==> config.mk <==
export PLATFORM = sky130hd
export DESIGN_NAME = theta_column_engine_flat
export DESIGN_NICKNAME = d
export VERILOG_FILES = /design/src/rtl/keccak_pkg.sv /design/src/rtl/theta_column_engine_if.sv /design/src/rtl/theta_slice_xor.sv /design/src/rtl/theta_column_engine.sv /design/src/flat_wrapper.sv
export SDC_FILE = /design/constraint.sdc
export NUM_CORES = 1
export LEC_CHECK = 0
export ABC_CLOCK_PERIOD_IN_PS = 2800
export CORE_AREA = 3 3 131 82
export DETAILED_ROUTE_END_ITERATION = 12
export DIE_AREA = 0 0 134 85
export GPL_TIMING_DRIVEN = 1
export HOLD_SLACK_MARGIN = 0.08
export PLACE_DENSITY = 0.89
export SYNTH_ARGS = -nofsm -noshare
export SYNTH_HDL_FRONTEND = slang
export SYNTH_SLANG_ARGS = --single-unit
export TNS_END_PERCENT = 10
==> constraint.sdc <==
create_clock -name clk -period 2.8 [get_ports clk]
set_input_delay 0.56 -clock clk [delete_from_list [all_inputs] [get_ports clk]]
set_output_delay 0.56 -clock clk [all_outputs]
set_load 0.02 [all_outputs]
==> src/rtl/keccak_pkg.sv <==
// ----------------------------------------------------------------------------
// keccak_pkg
// Shared Keccak definitions for the theta engine and the later chi/rho blocks.
//   ROWS/COLS/PLANE_W : geometry of one 5x5 slice (bit 5*y+x = A[x,y])
//   plane_t / col_t   : one slice / one row of column parities
//   state_t           : theta engine sequencer states
//   idx(x,y)          : bit index of A[x,y] within a slice
//   column_parity()   : C[x] = XOR of A[x,0..4]
// ----------------------------------------------------------------------------
package keccak_pkg;

    localparam int ROWS    = 5;
    localparam int COLS    = 5;
    localparam int PLANE_W = ROWS * COLS;

    typedef logic [PLANE_W-1:0] plane_t;
    typedef logic [COLS-1:0]    col_t;

    typedef enum logic [1:0] {
        IDLE,
        PRIME,
        SWEEP,
        DRAIN
    } state_t;

    function automatic int idx(input int x, input int y);
        return COLS * y + x;
    endfunction

    // Rows are 5-bit fields, so XOR-ing the five rows yields every column at once.
    function automatic col_t column_parity(input plane_t s);
        return s[4:0] ^ s[9:5] ^ s[14:10] ^ s[19:15] ^ s[24:20];
    endfunction

endpackage

==> src/rtl/theta_column_engine_if.sv <==
// ----------------------------------------------------------------------------
// theta_column_engine_if
// Slice-RAM read port plus the valid/ready output stream of the theta engine.
//   rd_en, rd_addr   : read request (engine -> RAM), data returns next cycle
//   rd_data          : slice read back (RAM -> engine)
//   out_valid/ready  : output handshake
//   out_data/addr    : processed slice and its index
//   out_parity       : column parity of out_data (only with THETA_PARITY_OUT_EN)
// Modports: master = engine side, slave = RAM/consumer side.
// ----------------------------------------------------------------------------
interface theta_column_engine_if #(
    parameter int SLICES = 64,
    parameter int IDX_W  = $clog2(SLICES)
) ();
    import keccak_pkg::*;

    logic             rd_en;
    logic [IDX_W-1:0] rd_addr;
    plane_t           rd_data;
    logic             out_valid;
    logic             out_ready;
    plane_t           out_data;
    logic [IDX_W-1:0] out_addr;
`ifdef THETA_PARITY_OUT_EN
    col_t             out_parity;

    modport master (output rd_en, rd_addr, out_valid, out_data, out_addr, out_parity,
                    input  rd_data, out_ready);
    modport slave  (input  rd_en, rd_addr, out_valid, out_data, out_addr, out_parity,
                    output rd_data, out_ready);
`else
    modport master (output rd_en, rd_addr, out_valid, out_data, out_addr,
                    input  rd_data, out_ready);
    modport slave  (input  rd_en, rd_addr, out_valid, out_data, out_addr,
                    output rd_data, out_ready);
`endif

endinterface

==> src/rtl/theta_slice_xor.sv <==
// ----------------------------------------------------------------------------
// theta_slice_xor
// Combinational theta of one slice given the previous slice's column parity.
//   slice     in  25  A[x,y] of slice z
//   cprev     in   5  column parity of slice z-1
//   theta_en  in   1  0 = pass slice through unchanged
//   out_slice out 25  A[x,y] ^ D[x], D[x] = C[x-1] ^ cprev[x+1] (mod 5)
//   col_par   out  5  column parity C of the input slice
// ----------------------------------------------------------------------------
module theta_slice_xor
    import keccak_pkg::*;
(
    input  plane_t slice,
    input  col_t   cprev,
    input  logic   theta_en,
    output plane_t out_slice,
    output col_t   col_par
);

    col_t d;

    always_comb begin
        // NOTE: every output gets a value before any condition, so no latch is inferred.
        col_par   = column_parity(slice);
        // Rotate left gives C[x-1]; rotate right gives cprev[x+1].
        d         = {col_par[3:0], col_par[4]} ^ {cprev[0], cprev[4:1]};
        out_slice = slice;
        if (theta_en) begin
            out_slice = slice ^ {ROWS{d}};
        end
    end

endmodule

==> src/rtl/theta_column_engine.sv <==
// ----------------------------------------------------------------------------
// theta_column_engine
// Streams slices 0..SLICES-1 from slice RAM, applies Keccak theta (or bypass)
// and emits them through a 2-entry output FIFO with valid/ready backpressure.
//   clk       in   rising-edge clock
//   reset     in   asynchronous, active-low
//   start     in   one-cycle pulse, accepted only in IDLE
//   theta_en  in   latched at start; 0 = bypass
//   busy      out  high while an operation is in progress
//   done      out  one-cycle pulse after the last output handshake
//   bus       master side of theta_column_engine_if (RAM read + output stream)
// Optional feature macro: THETA_PARITY_OUT_EN adds bus.out_parity, the column
// parity of out_data, stored in the FIFO (0 in bypass).
// ----------------------------------------------------------------------------
module theta_column_engine
    import keccak_pkg::*;
#(
    parameter int SLICES = 64,
    parameter int IDX_W  = $clog2(SLICES)
) (
    input  logic clk,
    input  logic reset,
    input  logic start,
    input  logic theta_en,
    output logic busy,
    output logic done,
    theta_column_engine_if.master bus
);

    localparam logic [IDX_W-1:0] LAST = IDX_W'(SLICES - 1);

    state_t           state;
    logic             theta_q;
    logic             prime_q;       // wrap slice is on rd_data this cycle
    logic             data_q;        // a sweep slice is on rd_data this cycle
    logic [IDX_W-1:0] addr_q;
    logic [IDX_W-1:0] data_addr_q;
    col_t             cprev;
    col_t             slice_c;
    plane_t           xor_out;

    plane_t           fifo_data [2];
    logic [IDX_W-1:0] fifo_addr [2];
    logic             wr_ptr;
    logic             rd_ptr;
    logic [1:0]       count;
    logic [1:0]       occ_next;
    logic             push;
    logic             pop;
    logic             issue;

    theta_slice_xor u_xor (
        .slice     (bus.rd_data),
        .cprev     (cprev),
        .theta_en  (theta_q),
        .out_slice (xor_out),
        .col_par   (slice_c)
    );

    assign push     = data_q;
    assign pop      = bus.out_valid & bus.out_ready;
    assign occ_next = count + {1'b0, push} - {1'b0, pop};

    // A new read lands in the FIFO two edges from now; allowing it only while
    // post-edge occupancy plus the read already returning stays below two keeps
    // the FIFO from overflowing yet still sustains one slice per clock. The
    // request is decoded combinationally so this cycle's pop can be credited.
    assign issue       = (state == SWEEP) && (occ_next < 2'd2);
    assign bus.rd_en   = (state == PRIME) || issue;
    assign bus.rd_addr = addr_q;

    assign bus.out_valid = (count != 2'd0);
    assign bus.out_data  = fifo_data[rd_ptr];
    assign bus.out_addr  = fifo_addr[rd_ptr];

    // NOTE: state is updated with non-blocking assignments so every register samples pre-edge values.
    always_ff @(posedge clk or negedge reset) begin
        if (!reset) begin
            state       <= IDLE;
            busy        <= 1'b0;
            done        <= 1'b0;
            theta_q     <= 1'b0;
            prime_q     <= 1'b0;
            data_q      <= 1'b0;
            addr_q      <= '0;
            data_addr_q <= '0;
            cprev       <= '0;
        end else begin
            done    <= 1'b0;
            prime_q <= 1'b0;
            data_q  <= 1'b0;
            // The wrap slice and every processed slice both leave their parity behind.
            if (prime_q || data_q) begin
                cprev <= slice_c;
            end
            case (state)
                IDLE: begin
                    // A start coinciding with done is dropped; it is taken a cycle later.
                    if (start && !done) begin
                        theta_q <= theta_en;
                        busy    <= 1'b1;
                        addr_q  <= LAST;
                        state   <= PRIME;
                    end
                end
                PRIME: begin
                    prime_q <= 1'b1;
                    addr_q  <= '0;
                    state   <= SWEEP;
                end
                SWEEP: begin
                    if (issue) begin
                        data_q      <= 1'b1;
                        data_addr_q <= addr_q;
                        if (addr_q == LAST) begin
                            state <= DRAIN;
                        end else begin
                            addr_q <= addr_q + 1'b1;
                        end
                    end
                end
                DRAIN: begin
                    if (occ_next == 2'd0) begin
                        done   <= 1'b1;
                        busy   <= 1'b0;
                        addr_q <= '0;
                        state  <= IDLE;
                    end
                end
                default: state <= IDLE;
            endcase
        end
    end

    // NOTE: the two FIFO entries are reset so out_data reads zero after reset.
    always_ff @(posedge clk or negedge reset) begin
        if (!reset) begin
            wr_ptr       <= 1'b0;
            rd_ptr       <= 1'b0;
            count        <= 2'd0;
            fifo_data[0] <= '0;
            fifo_data[1] <= '0;
            fifo_addr[0] <= '0;
            fifo_addr[1] <= '0;
        end else begin
            if (push) begin
                fifo_data[wr_ptr] <= xor_out;
                fifo_addr[wr_ptr] <= data_addr_q;
                wr_ptr            <= ~wr_ptr;
            end
            if (pop) begin
                rd_ptr <= ~rd_ptr;
            end
            count <= occ_next;
        end
    end

`ifdef THETA_PARITY_OUT_EN
    col_t fifo_par [2];

    always_ff @(posedge clk or negedge reset) begin
        if (!reset) begin
            fifo_par[0] <= '0;
            fifo_par[1] <= '0;
        end else if (push) begin
            fifo_par[wr_ptr] <= theta_q ? column_parity(xor_out) : '0;
        end
    end

    assign bus.out_parity = fifo_par[rd_ptr];
`endif

endmodule

==> src/flat_wrapper.sv <==
// flat-port wrapper written by rule: the top's interface ports become plain ports
module theta_column_engine_flat import keccak_pkg::*;
#(
    parameter int SLICES = 64,
    parameter int IDX_W  = $clog2(SLICES)
)
  (clk, reset, start, theta_en, busy, done, bus_rd_en, bus_rd_addr, bus_out_valid, bus_out_data, bus_out_addr, bus_rd_data, bus_out_ready);
  theta_column_engine_if #(.SLICES(SLICES), .IDX_W(IDX_W)) bus_i ();
  input  logic clk;
  input  logic reset;
  input  logic start;
  input  logic theta_en;
  output logic busy;
  output logic done;
  output wire logic [$bits(bus_i.rd_en)-1:0] bus_rd_en;
  output wire logic [$bits(bus_i.rd_addr)-1:0] bus_rd_addr;
  output wire logic [$bits(bus_i.out_valid)-1:0] bus_out_valid;
  output wire logic [$bits(bus_i.out_data)-1:0] bus_out_data;
  output wire logic [$bits(bus_i.out_addr)-1:0] bus_out_addr;
  input wire logic [$bits(bus_i.rd_data)-1:0] bus_rd_data;
  input wire logic [$bits(bus_i.out_ready)-1:0] bus_out_ready;
  assign bus_rd_en = bus_i.rd_en;
  assign bus_rd_addr = bus_i.rd_addr;
  assign bus_out_valid = bus_i.out_valid;
  assign bus_out_data = bus_i.out_data;
  assign bus_out_addr = bus_i.out_addr;
  assign bus_i.rd_data = bus_rd_data;
  assign bus_i.out_ready = bus_out_ready;
  theta_column_engine #(.SLICES(SLICES), .IDX_W(IDX_W)) u_core (.clk(clk), .reset(reset), .start(start), .theta_en(theta_en), .busy(busy), .done(done), .bus(bus_i));
endmodule
After elaboration in Yosys (flattened, before gate mapping):

Index checks and enable logic that the tools add are counted.

* mux-type cells: 31
* add/sub/neg operators: 3
* bitwise gates (word level): 11
* order comparisons: 4
* reductions and logical operators: 15
* equal/unequal tests: 9

Operators with widths (number)
* $mux 25: 5
* $bwmux 50: 1
* $mux 6: 8
* $demux 25 s1: 1
* $xor 25x25->25: 1
* $xor 5x5->5: 5
* $pmux 6 s4: 1
* $bwmux 12: 1
* $mux 2: 4
* $pmux 2 s4: 1
* $reduce_and 4->1: 2
* $mux 1: 7
* $add 6x1->6 const B: 1
* $demux 6 s1: 1
* $eq 6x6->1 const B: 1
* $ne 2x1->1 const B: 3
* $eq 2x2->1 const B: 2
* $ge 2x2->1 const B: 2
* $logic_not 2->1: 2
* $ne 2x2->1 const B: 2
* $not 1->2: 2
* $reduce_and 2->1: 2
* $reduce_bool 2->1: 2
* $logic_and 1x1->1: 3
* 11 further kinds: 13

* output and inout bits: 41
* flip-flop bits (word level): 90
* logic and storage cells: 89

Logic depth before layout (Yosys ltp):

Gate-level depths: netlist (run 1).

* depth after elaboration: 8
* gate-level depth with buffers: 11

By module:

Synthesis (run 1) repeated with hierarchy kept, for this count alone.

* cells, all modules: 332
* area total of the unflattened synthesis: 4600.7 um^2

Modules (own cells, without submodules)
* theta_column_engine: cells each 279, instances 1, area an instance 4012.6 um^2
* theta_slice_xor: cells each 53, instances 1, area an instance 588.1 um^2

Worst setup path after synthesis (run 1):

OpenSTA, ideal clock, no wires.

* path kind: register to output
* start point: register u_core.data_q
* end point: output bus_rd_en
* cell stages (with the launch flop): 10
* buffers on the path: 2
* setup slack: 186 ps
* required time: 2240 ps
* arrival time: 2054 ps
* path through: dfrtp_1 > clkbuf_1 > buf_1 > inv_1 > ha_1 > inv_1 > ha_1 > xnor3_2 > nand2_2 > nand2b_1

* longest elaborated chain between the ends: 5

Ends and longest elaborated chain
* start: declaration: RTL line theta_column_engine.sv:35 `logic data_q;`
* start signal: assignment: RTL line theta_column_engine.sv:84 `data_q <= 1'b0;`
* start signal: assignment: RTL line theta_column_engine.sv:91 `data_q <= 1'b0;`
* start signal: assignment: RTL line theta_column_engine.sv:113 `data_q <= 1'b1;`
* $add 2x1->2: RTL line theta_column_engine.sv:62 `assign occ_next = count + {1'b0, push} - {1'b0, pop};`
* $sub 2x1->2: RTL line theta_column_engine.sv:62
* $lt 2x2->1: RTL line theta_column_engine.sv:68 `assign issue = (state == SWEEP) && (occ_next < 2'd2);`
* $logic_and 1x1->1: RTL line theta_column_engine.sv:68
* $logic_or 1x1->1: RTL line theta_column_engine.sv:69 `assign bus.rd_en = (state == PRIME) || issue;`
* end: declaration: RTL line flat_wrapper.sv:15 `output wire logic [$bits(bus_i.rd_en)-1:0] bus_rd_en;`

Every way passes these cells.

Worst setup path in the final report (run 1):

* start point: register u_core.count[0]
* end point: output bus_rd_en

* longest elaborated chain between the ends: 6
* elaborated cells on any way between the ends: 7
* classes of those cells: 2 x add/sub; 1 x order compare; 1 x bitwise; 3 x reduce/logical

Ends and longest elaborated chain
* start: declaration: RTL line theta_column_engine.sv:46 `logic [1:0] count;`
* start signal: assignment: RTL line theta_column_engine.sv:154 `count <= occ_next;`
* $reduce_bool 2->1: RTL line theta_column_engine.sv:72 `assign bus.out_valid = (count != 2'd0);`
* $and 1x1->1: RTL line theta_column_engine.sv:61 `assign pop = bus.out_valid & bus.out_ready;`
* net u_core.pop: RTL line theta_column_engine.sv:49 `logic pop;`
* $sub 2x1->2: RTL line theta_column_engine.sv:62
* $lt 2x2->1: RTL line theta_column_engine.sv:68
* $logic_and 1x1->1: RTL line theta_column_engine.sv:68
* $logic_or 1x1->1: RTL line theta_column_engine.sv:69

The timed path passes the listed nets, and every way through them passes these cells.

==> results of run 1 <==
[worst paths after layout]
path                                     startpoint                    end  slack, ns  cells after the start
worst max-delay path                u_core.count[0]              bus_rd_en       0.09                      9
worst min-delay path                          reset   u_core.fifo_data[47]       0.15                      1
worst max register to register      u_core.count[0]  u_core.bus.rd_addr[3]       0.15                     12
worst min register to register  u_core.fifo_addr[9]    u_core.fifo_addr[9]       0.47                      2
max in group asynchronous                     reset    u_core.fifo_addr[8]       2.00                      2
min in group clk                u_core.fifo_addr[9]    u_core.fifo_addr[9]       0.47                      2
[registers in the layout (all words and copies together), names as in the netlist]
register            count
u_core.done             1
u_core.state            2
u_core.data_q           1
u_core.wr_ptr           1
u_core.bus.rd_addr      6
u_core.fifo_data       50
u_core.data_addr_q      6
u_core.busy             1
u_core.fifo_addr       12
u_core.prime_q          1
u_core.rd_ptr           1
u_core.theta_q          1
u_core.count            2
u_core.cprev            5
[final cells by class]
type	count	area (um2)	share of cell area (%)
multi-input combinational	467	2920	44.2
sequential	90	2250	34.1
tap	135	169	2.56
timing repair buffer	97	940	14.2
clock inverter	5	40.0	0.606
inverter	9	36.3	0.550
clock buffer	11	243	3.68
[logic make-up after synthesis]
group / after synthesis / share of synthesized area [%]
buffers and inverters: 58 / 4.31
and+or+nand+nor: 320 / 26.1
adders and majority gates: 8 / 1.86
DFF: 90 / 42.0
muxes: 39 / 8.18
AOI/OAI and AO/OA: 77 / 10.7
xor gates and xnor gates: 23 / 6.83
[through the flow]
| stage | instance area, um2 | total power [uW] | hold WS, ns | cells | setup WS, ns |
|---|---|---|---|---|---|
| after detailed placement | 6280 | 7290 | 0.458 | 797 | -0.396 |
| final | 6600 | 8610 | 0.147 | 814 | 0.0941 |
| after global placement | 6280 | 7030 | 0.454 | 797 | -0.294 |
| after global routing | 6600 | 9130 | 0.182 | 814 | 0.00997 |
| after CTS | 6590 | 8540 | 0.157 | 814 | 0.0548 |
| after floorplan | 5370 | 5430 | 0.264 | 615 | 0.186 |
[layout by cell type (no fill, tap or decap), drive strengths merged]
master         synthesis  routed
a21o                  51      51
a21oi                  4       4
a2bb2oi                3       3
a31o                   1       1
a31oi                  1       1
a41oi                  1       1
and2                   1       1
and3                   3       3
buf                   20      29
clkbuf                29      11
clkdlybuf4s50          0      68
clkinv                 0       2
clkinvlp               0       3
dfrtp                 90      90
ha                     8       8
inv                    9       9
mux2                  39      39
nand2                122     122
nand2b                 3       3
nand3                128     128
nand4                  3       3
nor2                  55      55
nor2b                  2       2
nor3                   1       1
nor3b                  1       1
o21ai                  9       9
o221ai                 1       1
o311ai                 3       3
o31ai                  1       1
o32a                   1       1
o41ai                  1       1
or2                    1       1
xnor2                  5       5
xnor3                  6       6
xor2                   7       7
xor3                   5       5
[power by group through the flow]
stage	registers, uW	logic (uW)	clock network (uW)
global placement	2340	4690	0
CTS	2390	4980	1170
finish	2400	5050	1160
floorplan	2310	3120	0
global route	2460	5440	1230
detailed placement	2400	4890	0
[routing by layer]
layer / vias to the layer above / GRT usage [%] / wire length (um) / part of all wire [%]
met4: 0 / 10.5 / 331 / 2.2
met5: - / 0 / 0 / 0
met3: 42 / 6.87 / 1470 / 9.9
li1: 2225 / - / - / -
met2: 299 / 42.4 / 6860 / 46
met1: 2348 / 37.3 / 6250 / 42
[critical path: cells and delay by family, from the launching register on]
kind                     cells  cell delay (ns)
AND/OR/NAND/NOR              4             0.60
adder cells (fa/ha/maj)      2             0.42
flip-flops                   1             0.38
XOR/XNOR                     1             0.24
buffers and inverters        2             0.17
[repair_timing]
item | 4_1_cts | 5_1_grt
buffers inserted | 1 | 0
pin swaps | 1 | 1
gates resized for setup | 10 | 3
setup endpoints to repair | 1 | 2
==> implementation parameters, run 1 <==
Parameter                              Value

Timing
  Count of endpoints failing setup in the final report    0
  Final-report hold violation count    0
  Unrepaired setup endpoints after global routing    no
  Max-slew headroom    49.1%
  Summed negative setup slack over all endpoints    0 ns
  Peak Freq    370 MHz
  Tcrit/Tclk final    96.6%
  Worst slew pin tran    between 0.7 and 0.8 ns
  Final critical-path required period    between 2 and 3 ns
  Clk_skew    0.00904 ns
  Total count of max-transition violations in the final report    0

Logic synthesis
  Largest area contributor in the netlist    sky130_fd_sc_hd__dfrtp_1
  Cell count after synthesis    615
  Number of synthesized register bits    90
  FFs w/ async S/R, synth    100%
  Unique cell type count in the Yosys netlist    38
  Dominant cells by area after synthesis    sky130_fd_sc_hd__dfrtp_1, sky130_fd_sc_hd__nand3_1, sky130_fd_sc_hd__nand2_1
  Most used DFF post-synth    sky130_fd_sc_hd__dfrtp_1
  Synthesis warning total    0
  Most instantiated cells after synthesis    sky130_fd_sc_hd__nand3_1, sky130_fd_sc_hd__nand2_1, sky130_fd_sc_hd__dfrtp_1, sky130_fd_sc_hd__nor2_1, sky130_fd_sc_hd__a21o_1
  Net count of the mapped netlist    653
  Most common cell in the synthesized netlist    sky130_fd_sc_hd__nand3_1
  Part of the Yosys area used for sequential elements    42.0%
  Yosys top cell area share    42.0%
  Number of enable flip-flop cells after synthesis    0
  Synthesized area    5370 um2
  Synth Area per Inst    8.73 um2

Drt
  Post-DRT Antenna Nets    0
  Average wire length per cell after detail routing    approximately 18 um
  Vias after detailed routing    4914
  Router iterations before antenna repair    5
  DRT Wirelength    14.9 mm
  Drc violations    0
  Iter 0 DRT Violations    510
  Mean number of vias per cell    6.04

Clock tree
  Maximum clock insertion buffer count    2
  Num Clock Sinks    90
  Insertion delay to the later sink of the worst-skew pair    0.35 ns
  Number of buffers added by the clock tree synthesis step    9
  Clock tree from TritonCTS    built
  Cell at the root of the clock tree    sky130_fd_sc_hd__clkbuf_16
  Hold buffers post-CTS    0
  CTS HTree Levels    3
  Worst-path clk slew    0.07 ns

Place
  I/O Buffers    70
  Routability cong.    0.856
  Dpl hpwl    9.94 mm

Floorplan
  Die area    11400 um2
  I/O pin count    71
  Floorplan row count    28
  Width of the die    roughly 130 um
  Vertical die dimension    about 85 um
  Area of the core    9700 um2
  Starting Density    55.3%

Final layout
  Final Util    68.0%
  N_diodes    0
  Final Net Count    712
  Count of fill cells added during filler insertion    721
  Proportion of layout cells with a drive suffix above 1    about 15%
  Area delta synth->final    23.0%

Worst setup path
  Series of cell instances along the critical path    or2_4, and2_4, ha_4, inv_4, ha_4, xnor3_2, nand2_2, nand2b_1, buf_6
  Crit path largest cell delay    0.38 ns
  Startpoint kind of the worst setup timing path    register
  Critical path endpoint category    primary output
  Critical Path Most Common Cell    sky130_fd_sc_hd__ha_4
  Critical path required time    between 2 and 2.5 ns
  Largest fanout of any net on the critical path    2
  Slowest stage cell, crit path    sky130_fd_sc_hd__dfrtp_1
  Worst Setup Path Type    reg -> out
  Data arrival time of the critical path    2.15 ns

Global routing
  Number of global-route vias before repair    4892
  Largest net degree at the start of global routing    62
  All-Layer GR Usage    27.3%
  Grt total ovfl    0
  Initial antenna violation count    0
  Wire length of the first global-routing pass    24.7 mm

Outcome
  Run status    completed

Power
  Switching power as a share of total power    44.0%
  Clock network power share    13.5%
  PD cells    1300 nW/um2
  Leakage component of the power    between 0.003 and 0.004 uW
  Worst IR Drop VDD    628 uV
  Part of the total power dissipated in sequential elements    between 20% and 30%
  Logic gate share of total power    58.6%
  Switch Pwr    3790 uW
  Cell-internal power    just under 5000 uW

Flow run
  Max cap viols    0

Hold path
  Hold/Removal Path Class    in -> async
No activity file was read; power rests on OpenSTA's default activity.
==> run 2, diff against run 1 <==
SLEW_MARGIN = 20   (was unset)
==> results of run 2 <==
No change in the layout: final DEF, timing and power equal those of run 1.
==> run 3, diff against run 2 <==
CTS_CLUSTER_SIZE = 25   (was unset)
==> results of run 3 <==
No change in the layout: final DEF, timing and power equal those of run 1.
